$ cat src/rtl/dds_freq_ramp.sv
// dds_freq_ramp: tuning-word ramp generator feeding one dds_slave channel.
// Steps freq_out from freq_start towards freq_stop every max(step_interval,1)
// clocks, clamping the last step onto freq_stop, and pulses synch on every
// change of freq_out. Single ramp ends with a done pulse; continuous mode
// restarts from freq_start one interval after reaching freq_stop.
module dds_freq_ramp #(
    parameter int FW = 32,
    parameter int TW = 16
) (
    input  logic          clk,
    input  logic          reset,
    input  logic          start,
    input  logic          abort,
    input  logic          mode,
    input  logic [FW-1:0] freq_start,
    input  logic [FW-1:0] freq_stop,
    input  logic [FW-1:0] freq_step,
    input  logic [TW-1:0] step_interval,
    output logic [FW-1:0] freq_out,
    output logic          synch,
    output logic          busy,
    output logic          done
);

    typedef enum logic [2:0] {
        IDLE,
        LOAD,
        WAIT,
        STEP,
        FINISH
    } state_t;

    state_t        state;
    state_t        state_n;
    logic [TW-1:0] cnt;
    logic [TW-1:0] cnt_n;
    logic [FW-1:0] freq_n;
    logic          busy_n;
    logic          done_n;
    logic          latch;

    // Configuration captured at start; held for the whole ramp.
    logic [FW-1:0] cfg_start;
    logic [FW-1:0] cfg_stop;
    logic [FW-1:0] cfg_step;
    logic [TW-1:0] cfg_reload;
    logic          cfg_mode;
    logic          dir_up;

    logic [TW-1:0] in_reload;
    logic [FW:0]   gap;
    logic [FW-1:0] stepped;
    logic [FW-1:0] step_next;

    // A zero interval behaves like one: reload value is interval-1, floored at 0.
    assign in_reload = (step_interval == '0) ? '0 : step_interval - TW'(1);

    // Next tuning word: distance to freq_stop is taken one bit wider so the
    // clamp decision never wraps; a zero step jumps straight to freq_stop.
    always_comb begin
        if (dir_up) begin
            gap     = {1'b0, cfg_stop} - {1'b0, freq_out};
            stepped = freq_out + cfg_step;
        end else begin
            gap     = {1'b0, freq_out} - {1'b0, cfg_stop};
            stepped = freq_out - cfg_step;
        end
        if ((cfg_step == '0) || (gap <= {1'b0, cfg_step})) begin
            step_next = cfg_stop;
        end else begin
            step_next = stepped;
        end
    end

    // Next-state and next-output logic; abort overrides everything outside IDLE.
    always_comb begin
        state_n = state;
        cnt_n   = cnt;
        freq_n  = freq_out;
        busy_n  = busy;
        done_n  = 1'b0;
        latch   = 1'b0;
        unique case (state)
            IDLE: begin
                if (start && !abort) begin
                    latch   = 1'b1;
                    state_n = LOAD;
                    freq_n  = freq_start;
                    busy_n  = 1'b1;
                    cnt_n   = in_reload;
                end
            end
            LOAD, WAIT: begin
                if (cnt == '0) begin
                    state_n = STEP;
                    freq_n  = step_next;
                    cnt_n   = cfg_reload;
                end else begin
                    state_n = WAIT;
                    cnt_n   = cnt - TW'(1);
                end
            end
            STEP: begin
                if (freq_out == cfg_stop) begin
                    if (!cfg_mode) begin
                        state_n = FINISH;
                        done_n  = 1'b1;
                    end else if (cnt == '0) begin
                        state_n = LOAD;
                        freq_n  = cfg_start;
                        cnt_n   = cfg_reload;
                    end else begin
                        state_n = FINISH;
                        cnt_n   = cnt - TW'(1);
                    end
                end else if (cnt == '0) begin
                    state_n = STEP;
                    freq_n  = step_next;
                    cnt_n   = cfg_reload;
                end else begin
                    state_n = WAIT;
                    cnt_n   = cnt - TW'(1);
                end
            end
            FINISH: begin
                if (!cfg_mode) begin
                    state_n = IDLE;
                    busy_n  = 1'b0;
                end else if (cnt == '0) begin
                    state_n = LOAD;
                    freq_n  = cfg_start;
                    cnt_n   = cfg_reload;
                end else begin
                    cnt_n = cnt - TW'(1);
                end
            end
            default: begin
                state_n = IDLE;
                busy_n  = 1'b0;
            end
        endcase
        if (abort && (state != IDLE)) begin
            state_n = IDLE;
            busy_n  = 1'b0;
            done_n  = 1'b0;
            freq_n  = freq_out;
            cnt_n   = '0;
        end
    end

    // State and output registers; synch flags exactly the cycles freq_out moves.
    always_ff @(posedge clk) begin
        if (!reset) begin
            state    <= IDLE;
            cnt      <= '0;
            freq_out <= '0;
            synch    <= 1'b0;
            busy     <= 1'b0;
            done     <= 1'b0;
        end else begin
            state    <= state_n;
            cnt      <= cnt_n;
            freq_out <= freq_n;
            synch    <= (freq_n != freq_out);
            busy     <= busy_n;
            done     <= done_n;
        end
    end

    // Configuration capture on an accepted start.
    always_ff @(posedge clk) begin
        if (latch) begin
            cfg_start  <= freq_start;
            cfg_stop   <= freq_stop;
            cfg_step   <= freq_step;
            cfg_reload <= in_reload;
            cfg_mode   <= mode;
            dir_up     <= (freq_stop >= freq_start);
        end
    end

endmodule

$ cat config.mk
export PLATFORM = sky130hd
export DESIGN_NAME = dds_freq_ramp
export DESIGN_NICKNAME = d
export VERILOG_FILES = /design/src/rtl/dds_freq_ramp.sv
export SDC_FILE = /design/constraint.sdc
export NUM_CORES = 1
export LEC_CHECK = 0
export CORE_AREA = 2 2 168 203
export CTS_CLUSTER_DIAMETER = 40
export DETAILED_ROUTE_END_ITERATION = 6
export DIE_AREA = 0 0 170 205
export PLACE_DENSITY = 0.72
export SYNTH_ARGS = -nofsm -noshare
export SYNTH_HDL_FRONTEND = slang
export SYNTH_SLANG_ARGS = --single-unit
export TNS_END_PERCENT = 10
$ cat constraint.sdc
create_clock -name clk -period 8.5 [get_ports clk]
set_input_delay 1.275 -clock clk [delete_from_list [all_inputs] [get_ports clk]]
set_output_delay 1.275 -clock clk [all_outputs]
set_load 0.01 [all_outputs]
# Word-level counts from Yosys, hierarchy flattened
# Index checks and enable logic that the tools add are counted.
dict set report word_totals {
  output_inout_bits 35
  input_bits 117
  ff_bits 168
  elab_cells 80
}
dict set report classes {
  magnitude_cmp 2
  n_reduce_logical 17
  addsub 6
  eq_ne 9
  bitwise_logic 4
  muxes 30
}
# cell count
set op_table {}
lappend op_table {{$mux 32} 8}
lappend op_table {{$pmux 32 s4} 1}
lappend op_table {{$mux 16} 5}
lappend op_table {{$sub 32x32->33} 2}
lappend op_table {{$pmux 16 s4} 1}
lappend op_table {{$le 33x32->1} 1}
lappend op_table {{$mux 33} 1}
lappend op_table {{$add 32x32->32} 1}
lappend op_table {{$eq 32x32->1} 1}
lappend op_table {{$ge 32x32->1} 1}
lappend op_table {{$logic_not 16->1} 2}
lappend op_table {{$logic_not 32->1} 1}
lappend op_table {{$ne 32x32->1} 1}
lappend op_table {{$sub 16x1->16 const B} 2}
lappend op_table {{$sub 32x32->32} 1}
lappend op_table {{$mux 3} 6}
lappend op_table {{$pmux 3 s4} 1}
lappend op_table {{$eq 3x2->1 const B} 2}
lappend op_table {{$mux 1} 6}
lappend op_table {{$ne 2x2->1 const B} 2}
lappend op_table {{$not 1->1} 4}
lappend op_table {{$reduce_and 2->1} 2}
lappend op_table {{$reduce_bool 4->1} 1}
lappend op_table {{$reduce_or 2->1} 2}
lappend op_table {{12 further kinds} 13}

# Depth between registers and ports, before layout
dict set report logic_depth {
  ltp_word 10
  mapped_depth 33
}

# Worst setup path after synthesis
# OpenSTA, ideal clock, no wires.
dict set report synth_timing {
  path_type {in2reg}
  start {input port abort}
  end {register synch}
  path_buffers 2
  t_required_ns 8.368
  slack_ns 1.354
  cell_stages 10
  setup_ns 0.132
  arrival_ns 7.013
  path_cell_list {nand2b_1 > nor2_2 > clkbuf_1 > clkbuf_1 > a221oi_1 > and3_1 > a2111oi_0 > nand4_1 > a311oi_1 > a31oi_1}
}
dict set report synth_via {
  elab_chain_len 6
  word_cells_on_any_way 7
  cone_classes {eq/ne (1); mux (3); reduce/logical (3)}
}
# element line
set synth_lines {}
lappend synth_lines {{start, declared} 13} ;# input logic abort,
lappend synth_lines {{$logic_not 1->1} 85} ;# if (start && !abort) begin
lappend synth_lines {{$logic_and 1x1->1} 85}
lappend synth_lines {{$mux 32} 85}
lappend synth_lines {{$pmux 32 s4} 83} ;# unique case (state)
lappend synth_lines {{$mux 32 *} 142} ;# if (abort && (state != IDLE)) begin
lappend synth_lines {{$ne 32x32->1 *} 164} ;# synch <= (freq_n != freq_out);
lappend synth_lines {{end signal, assigned} 164}
lappend synth_lines {{end, declared} 20} ;# output logic synch,
# Mark *: on every way between the ends. The rest lies on a longest branch, timed or not.
# A chain may end at the register's enable or synchronous reset.

# Final worst setup path
dict set report layout_timing {
  start {register freq_out[1]}
  end {register synch}
}
dict set report layout_via {
  elab_chain_len 10
  word_cells_on_any_way 18
  cone_classes {add/sub (4); order compare (1); eq/ne (2); mux (10); reduce/logical (1)}
}
# element line
set layout_lines {}
lappend layout_lines {{start, declared} 19} ;# output logic [FW-1:0] freq_out,
lappend layout_lines {{start signal, assigned} 163} ;# freq_out <= freq_n;
lappend layout_lines {{$sub 32x32->33, on equally long branches} {65, 62}}
lappend layout_lines {{$mux 33} 61} ;# if (dir_up) begin
lappend layout_lines {{$le 33x32->1} 68} ;# if ((cfg_step == '0) || (gap <= {1'b0, cfg_step})) begin
lappend layout_lines {{$logic_or 1x1->1} 68}
lappend layout_lines {{$mux 32} 68}
lappend layout_lines {{$mux 32} {94, 116}}
lappend layout_lines {{$mux 32} 104} ;# if (freq_out == cfg_stop) begin
lappend layout_lines {{$pmux 32 s4} 83}
lappend layout_lines {{$mux 32} 142}
lappend layout_lines {{$ne 32x32->1 *} 164}
# Marks and branches as above.

==> results.txt <==
outcome: finished, final reports clean
antenna fix cells: 0
TNS Setup: 0 ns
share of cells above drive strength 1: 5.25%
leading cell type in the layout, fill and taps excluded: a21oi_1
normalized max-slew margin: 16.6%
via-per-instance ratio: 6.64
hold buffer count at cts: 0
total detailed-routing wirelength: 68500 um
type of the worst setup path: reg2reg
primary flip-flop cell chosen by synthesis mapping: edfxtp_1
max-capacitance violation count: 0
warnings from Yosys: 0
Tot GR Track Use: 39.0%
total design power: 5.65 mW
biggest cell delay along the critical path: 0.72 ns
DRC marker count from the first detailed-route iteration: 1871
most frequent cells in the layout: 222 x a21oi_1, 165 x inv_1, 163 x nor2_1
number of instances resized during post-cts repair: 0
GPL Wtd Cong: 1.02
residual antenna-violating net count after detailed routing: 0
Gate Count Post-Synth: 2002
power density relative to cell area: 301 nW/um2
count of vias placed by the detailed router: 16900
Required @ worst endpoint: 8.81 ns
DR DRC count: 0
count of input and output buffers: 151
global-route wire length before repair: 100000 um
CP Data Arrival Time: 8.16 ns
clock root buffer master: clkbuf_16
final-report hold violation count: 0
Clock Skews: 0.0135 ns
fill cell count: 3070
clock tree from TritonCTS: built
# H-tree levels: 4
core area: 32900 um2
post-synthesis register bit count: 168
cell mode on critical path: o21ai_0
Critical Path Sink Type: flip-flop
Peak VDD IR: 183 uV
overflow left after global routing: 0
total nets after synthesis: 2284
number of global-route vias before repair: 16300
total half-perimeter wirelength after legalization and detailed placement: 54600 um
ratio of final minimum period to clock period: 92.2%
Initial DRT Pass Iterations: 6
setup repair bufs after CTS: 0
count of flip-flops with a built-in enable after synthesis: 114
insertion delay of the later-clocked pin in the worst-skew pair: 0.48 ns
Top-Level Pins: 152
Max FO, Critical Path: 54
Die Y-Extent: 205 um
clock sinks: 168
pin count of the biggest net entering global routing: 83
Slew Limit Fails: 0
clock period minus final worst setup slack: 7.84 ns
async set-or-reset flop fraction in the synthesized netlist: 0%
TritonCTS buffer count: 17
Synth Cell Area: 16300 um2
Synth cell types: 97
max frequency: 0.128 GHz
Die Wd: 170 um
CTS clock-pin slew for the worst setup and hold paths: 0.09 ns
effective utilization at floorplan: 49.4%
mean instance size in the synthesized netlist: 8.12 um2
kind of path behind the tightest hold check: reg2reg
synthesis-to-finish area growth: 15.5%
RSZ-0062 raised after global routing: false
number of rows in the core area: 73
startpoint class of the critical path: flip-flop
Die Area: 34900 um2
worst-margin pin slew: 1.25 ns
leakage component of the power: 7.57 nW
sequential area share after synthesis: 27.7%
initial antenna violation count: 0
routed len/inst: 26.9 um
NumNets Final: 2401
count of endpoints failing setup in the final report: 0
CP max-delay cell: o311ai_0
buffer depth of the longest clock path: 2
## Yosys cell counts (18+ instances only)
cell | n | area [um2]
a21oi_1 | 222 | 1110
inv_1 | 165 | 619
nor2_1 | 163 | 612
ha_1 | 162 | 2030
nand2_1 | 154 | 578
o21ai_0 | 151 | 756
edfxtp_1 | 114 | 3420
xnor2_1 | 73 | 639
dfxtp_1 | 54 | 1080
a21o_1 | 53 | 398
clkbuf_1 | 47 | 176
nor3_1 | 46 | 230
a31oi_1 | 37 | 231
nand4_1 | 33 | 206
nand3_1 | 32 | 160
mux2i_1 | 27 | 270
o22ai_1 | 26 | 163
xor2_1 | 26 | 228
buf_2 | 25 | 125
a211oi_1 | 22 | 165
o211ai_1 | 22 | 165
a221oi_1 | 21 | 184
o21a_1 | 19 | 143
or3_1 | 19 | 119
nor2b_1 | 18 | 113
o21bai_1 | 18 | 135
## worst paths after layout
kind,startpoint,to,slack [ns],cells after the start
hold / removal,cnt[1]$_SDFFE_PP0P_,cnt[1]$_SDFFE_PP0P_,0.52,2
setup reg to reg,freq_out[1]$_SDFF_PN0_,synch$_SDFF_PN0_,0.66,32
setup / recovery,freq_out[1]$_SDFF_PN0_,synch$_SDFF_PN0_,0.66,32
hold reg to reg,cnt[1]$_SDFFE_PP0P_,cnt[1]$_SDFFE_PP0P_,0.52,2
## sequential cells by signal (all words and copies together), names as in the netlist, 3 cells and up
name,flops
cfg_reload,16
cfg_start,32
state,3
cnt,16
cfg_step,32
freq_out,32
cfg_stop,32
## final cells by class
class	instances	area, um2	share of cell area [%]
clock buffer	17	425	2.27
clock inverter	15	168	0.893
inverter	165	619	3.30
multi-input combinational	1581	10700	57.2
sequential	168	4500	24.0
tap	412	515	2.75
timing repair buffer	186	1800	9.59
## power breakdown
part	switching, mW	internal (mW)	leakage [nW]
registers	0.223	1.01	1.50
clock network	0.408	0.415	0.280
logic	2.28	1.31	5.79
## critical path, delay by kind of cell (launching register included)
kind / cells / cell delay, ns
XOR/XNOR: 1 / 0.21
multiplexers: 1 / 0.37
AND/OR/NAND/NOR: 7 / 1.17
buffers and inverters: 2 / 0.54
AO/OA/AOI/OAI: 19 / 4.11
adder cells (fa/ha/maj): 2 / 0.66
flip-flops: 1 / 0.55
## metal layers
metal	routed length [um]	GRT usage, %	vias to the layer above	share of wire (%)
li1	-	-	7655	-
met1	26000	45.6	8104	38
met2	33100	67.8	912	48
met3	5160	5.47	215	7.5
met4	4330	22.8	0	6.3
met5	0	0	-	0
## kinds of logic after synthesis
kind of cell / after synthesis / share of synthesized area, %
fa+ha+maj: 166 / 12.9
flops: 168 / 27.7
buf+inv: 253 / 6.37
simple gates: 570 / 17.5
mux: 34 / 2.15
compound gates: 712 / 28.0
xor+xnor: 99 / 5.34
## stage by stage
step / area (um2) / std cells / utilization (%) / hold slack (ns) / setup WS (ns)
floorplan: 16300 / 2002 / - / 0.482 / 1.35
global placement: 18200 / 2512 / 55.3 / 0.503 / 1.04
detailed placement: 18200 / 2512 / 55.3 / 0.505 / 0.866
CTS: 18800 / 2544 / 57.1 / 0.516 / 0.830
global route: 18800 / 2544 / 57.1 / 0.538 / 0.138
finish: 18800 / 2544 / 57.1 / 0.521 / 0.659
No activity file was read; power rests on OpenSTA's default activity.
